===== config.mk =====
export PLATFORM = sky130hd
export DESIGN_NAME = life_board_loader
export DESIGN_NICKNAME = d
export VERILOG_FILES = /design/src/rtl/life_board_loader.sv
export SDC_FILE = /design/constraint.sdc
export NUM_CORES = 1
export LEC_CHECK = 0
export ABC_AREA = 1
export BUFFER_PORTS_ARGS = -buffer_cell sky130_fd_sc_hd__buf_4
export CAP_MARGIN = 5
export CORE_MARGIN = 2
export CORE_UTILIZATION = 40
export DETAILED_ROUTE_END_ITERATION = 7
export GPL_TIMING_DRIVEN = 0
export SYNTH_ARGS = -nofsm -noshare
export SYNTH_HDL_FRONTEND = slang
export SYNTH_SLANG_ARGS = --single-unit

===== constraint.sdc =====
create_clock -name clk -period 1.8 [get_ports clk]
set_input_delay 0.18 -clock clk [delete_from_list [all_inputs] [get_ports clk]]
set_output_delay 0.18 -clock clk [all_outputs]
set_load 0.05 [all_outputs]

===== src/rtl/life_board_loader.sv =====
// Writer-side loader for the 8x8 life array.
// Collects eight row bytes over a valid/ready stream, remaps them into four
// 4x4 tiles and writes one tile per cycle. Also produces the periodic
// generation-advance strobe while running and idle.
// Ports:
//   clk, reset (async, active-low)
//   in_data/in_valid/in_ready : board row byte stream (bit c = column c)
//   run                       : level, enables free-running step generation
//   vali/vali_selector        : tile word and tile index (0=NW 1=SW 2=NE 3=SE)
//   write_enb                 : one-cycle tile write strobe
//   step                      : one-cycle generation-advance strobe
//   load_done                 : one-cycle pulse after the fourth tile write
//   busy                      : load partially collected or being written
module life_board_loader #(
  parameter int unsigned STEP_DIV = 25_000_000,
  parameter int unsigned CNT_W    = 25
) (
  input  logic        clk,
  input  logic        reset,
  input  logic [7:0]  in_data,
  input  logic        in_valid,
  output logic        in_ready,
  input  logic        run,
  output logic [15:0] vali,
  output logic [1:0]  vali_selector,
  output logic        write_enb,
  output logic        step,
  output logic        load_done,
  output logic        busy
);

  typedef enum logic [2:0] {
    S_COLLECT, S_W0, S_W1, S_W2, S_W3, S_DONE
  } state_t;

  state_t            state_q, state_d;
  logic [2:0]        row_q, row_d;
  logic [7:0][7:0]   board_q, board_d;
  logic [CNT_W-1:0]  div_q, div_d;
  logic [15:0]       vali_d;
  logic [1:0]        sel_d;
  logic              we_d, step_d, done_d;
  logic              accept;

  // Gather one tile: tile index = {col[2], row[2]}, word bit = 4*col[1:0] + row[1:0].
  function automatic logic [15:0] tile_word(input logic [7:0][7:0] b, input logic [1:0] t);
    logic [15:0] w;
    w = '0;
    for (int r = 0; r < 4; r++) begin
      for (int c = 0; c < 4; c++) begin
        w[4'(4 * c + r)] = b[{t[0], 2'(r)}][{t[1], 2'(c)}];
      end
    end
    return w;
  endfunction

  // Handshake and occupancy are combinational views of the registered state.
  assign in_ready = reset && (state_q == S_COLLECT);
  assign busy     = (row_q != 3'd0) || (state_q != S_COLLECT);
  assign accept   = in_valid && in_ready;

  // Next-state and next-output logic; outputs are registered from the *_d values.
  always_comb begin
    state_d = state_q;
    row_d   = row_q;
    board_d = board_q;
    div_d   = div_q;
    vali_d  = vali;
    sel_d   = vali_selector;
    we_d    = 1'b0;
    step_d  = 1'b0;
    done_d  = 1'b0;

    unique case (state_q)
      S_COLLECT: begin
        if (accept) begin
          board_d[row_q] = in_data;
          row_d          = row_q + 3'd1;
          if (row_q == 3'd7) begin
            // Tile 0 must include the byte accepted this cycle.
            state_d = S_W0;
            we_d    = 1'b1;
            sel_d   = 2'd0;
            vali_d  = tile_word(board_d, 2'd0);
          end
        end
      end
      S_W0: begin
        state_d = S_W1;
        we_d    = 1'b1;
        sel_d   = 2'd1;
        vali_d  = tile_word(board_q, 2'd1);
      end
      S_W1: begin
        state_d = S_W2;
        we_d    = 1'b1;
        sel_d   = 2'd2;
        vali_d  = tile_word(board_q, 2'd2);
      end
      S_W2: begin
        state_d = S_W3;
        we_d    = 1'b1;
        sel_d   = 2'd3;
        vali_d  = tile_word(board_q, 2'd3);
      end
      S_W3: begin
        state_d = S_DONE;
        done_d  = 1'b1;
      end
      S_DONE: begin
        state_d = S_COLLECT;
      end
      default: begin
        state_d = S_COLLECT;
      end
    endcase

    // A byte accepted on an expiry cycle starts a load, so that step is dropped.
    if (run && !busy && !accept) begin
      if (div_q == CNT_W'(STEP_DIV - 1)) begin
        step_d = 1'b1;
        div_d  = '0;
      end else begin
        div_d = div_q + CNT_W'(1);
      end
    end else begin
      div_d = '0;
    end
  end

  // State and registered outputs.
  always_ff @(posedge clk or negedge reset) begin
    if (!reset) begin
      state_q       <= S_COLLECT;
      row_q         <= 3'd0;
      board_q       <= '0;
      div_q         <= '0;
      vali          <= 16'd0;
      vali_selector <= 2'd0;
      write_enb     <= 1'b0;
      step          <= 1'b0;
      load_done     <= 1'b0;
    end else begin
      state_q       <= state_d;
      row_q         <= row_d;
      board_q       <= board_d;
      div_q         <= div_d;
      vali          <= vali_d;
      vali_selector <= sel_d;
      write_enb     <= we_d;
      step          <= step_d;
      load_done     <= done_d;
    end
  end

endmodule

==> metrics.cfg <==
[outcome]
status = finished, violations left
violations = hold timing

[yosys]
synth_cell_types = 34
ys_warn_count = 0
yosysSeqAreaShare_pct = 49.8
synth_seq_cells = 76
syn_area_sq_um = 3820
synth_area_leader_cell = dfrtp_1
synth_top_area_share_pct = 49.8
postSynthCellCount = 482
syn_area_per_cell_sq_um = 7.93
synthTopCellsByArea = dfrtp_1, nand2_1, nor2_1

[drt]
via_per_inst = 4.76
firstDrtPassIters = 4
wl_per_cell_um = 12.7
routed_wl_um = 8440
antenna_left = 0
vias = 3154
drc_errors = 0
drt-initial-drc-count = 160

[cells_and_area]
final_cells = 662
fillerInstances = 912
drive_above_1_share_pct = 16.3
seq_area_sq_um = 1900
mostFrequentLayoutCells = nand2_1, nor2_1, dfrtp_1
finalNetCount = 544
final_common_cell = nand2_1
area_growth_pct = 17.2
finalCoreUtilization_pct = 48.5
multi_input_area_sq_um = 1690
n_antenna_cell = 0

[sta]
hold_slack_ns = -0.141
maxSlewViolCount = 0
rsz0062_at_grt = false
period_minus_slack_ns = 1.69
finClkSkew_ns = 0.00909
setup_slack_ns = 0.111
setup_viol = 0
fmax_mhz = 592
fin_crit_sh_pct = 93.8
slew_headroom_pct = 52.6
hold_viol = 76
max_slew.worst_pin.slew_ns = 0.711

[worst_setup_path]
slowest_stage = dfrtp_2
path_cells = inv_4 > ha_1 > nand2_2 > nor2_4 > inv_1 > buf_4
worstSetupEndpointType = output port
path_class = reg2out
critPathBufInv = 3
required_ns = 1.62
cpPeakStageDelay_ns = 0.46
worst_setup_path_start_kind = flip-flop
cp_max_fo = 5
crit_family = flip-flops
crit_arrival_ns = 1.51

[clocking]
clock-root-buffer = clkbuf_8
path_clk_slew_ns = 0.08
clock-sinks = 76
insertion_delay_ns = 0.35
cts-buffers-inserted = 9
clockBufferDepth = 2
htree_num_levels = 3
cts_tree = built

[global_routing]
grt_use_total_pct = 17.8
grt_pass1_vias = 2952
grt-ovfl-total = 0
grt_max_degree = 79
grt_pass1_wl_um = 14200
antenna_found_initial = 0

[power_and_ir_drop]
p_sw_share_pct = 40.9
p_per_area_nw_per_um2 = 1550
p_int_mw = 4.09
clkPwrFrac_pct = 22.6
seqPwrFrac_pct = 36.4
p_total_mw = 6.92
ir_drop_uv = 570
p_leak_nw = 2.12
pwr-share-comb_pct = 41.0
switchingPower_mw = 2.83

[floorplan]
coreArea_sq_um = 9240
die_h_um = 102
rows = 35
start_util_pct = 41.3
ios = 35
dieWidth_um = 102
dieArea_sq_um = 10300

[place]
hpwl_um = 6000
dp.cells = 640
io_buffers = 22
gp_congestion = 0.833
pre_cts_ws_ns = -0.396

[hold_path]
hp-class = in2async

[run]
cap_violations = 0

-- Yosys cell counts --
cell type,n
nand2_1,144
nor2_1,79
dfrtp_1,76
inv_1,39
o21ai_0,33
nand3_1,22
a21oi_1,19
buf_4,8
xor2_1,7
nand4_1,6
nor3_1,5
ha_1,4
inv_2,4
nor2_2,4
or2_2,4
xnor2_1,4
buf_6,3
nor3_2,3
nand2_2,2
o211ai_1,2
buf_2,1
clkbuf_1,1
clkinv_2,1
conb_1,1
nand2_4,1
nand3_4,1
nand3b_1,1
nand4_2,1
nand4_4,1
nor2_4,1
nor2_8,1
o21ai_1,1
o21ai_2,1
or2_1,1
-- cells by family after synthesis --
kind of cell	share of synthesized area, %
DFF	49.8
and+or+nand+nor	31.7
AOI/OAI and AO/OA	7.57
xor gates and xnor gates	2.52
other	0.0982
buffers and inverters	7.04
adders and majority gates	1.31
-- sequential cells by signal (all words and copies together), names as in the netlist --
| register | cells |
|---|---|
| row_q | 3 |
| load_done | 1 |
| board_q | 32 |
| write_enb | 1 |
| vali_selector | 2 |
| state_q | 3 |
| vali | 8 |
| step | 1 |
| div_q | 25 |
-- final timing paths --
kind	start	to	slack (ns)	cells past startpoint
max in group asynchronous	reset	row_q[1]	1.43	1
worst max register to register	state_q[1]	vali[5]	0.14	10
min in group clk	in_data[5]	board_q[53]	0.05	3
worst max-delay path	row_q[0]	busy	0.11	6
worst min-delay path	reset	load_done	-0.14	1
worst min register to register	div_q[0]	div_q[0]	0.47	1
-- metrics by stage --
step                cell area (sq um)  setup TNS [ns]
global route                     4480               0
global placement                 4170          -14.18
floorplan                        3850               0
detailed placement               4170          -14.77
CTS                              4420               0
finish                           4480               0
-- power by group through the flow --
stage	clock, mW	sequential (mW)	combinational (mW)
finish	1.56	2.52	2.84
global route	1.68	2.59	3.18
CTS	1.60	2.53	2.72
detailed placement	0	2.56	2.70
global placement	0	2.54	2.66
floorplan	0	2.90	1.58
-- routing by layer --
layer	up-vias	share of wire, %	GRT usage (%)
met4	0	0.97	6.44
met1	1484	51	26.4
met3	6	5.2	3.86
met5	-	0	0
met2	66	43	25.5
li1	1598	-	-
-- layout make-up --
class | instances | area share, %
multi-input cells | 356 | 37.7
inverters | 44 | 3.77
flip-flops and latches | 76 | 42.5
well taps | 129 | 3.60
clock inverters | 7 | 2.57
clock buffers | 9 | 2.77
plain buffers | 13 | 2.29
repair buffers | 28 | 4.78
-- what timing repair did --
action	in CTS	in global routing
setup endpoints to repair	10	20
gates resized for setup	5	4
pin swaps	1	1
buffers inserted	0	6
hold endpoints to repair	76	76
-- worst register-to-register path, cell delays in order, from the launching register on --
cell and delay, ns:
dfrtp_1 0.38, buf_6 0.14, nor2_8 0.13, nand4_4 0.17, clkinv_2 0.17, nand2_1 0.11, nand2_4 0.13, inv_2 0.07
buf_6 0.15, nand2_1 0.06, o21ai_1 0.05
No activity file was read; power rests on OpenSTA's default activity.
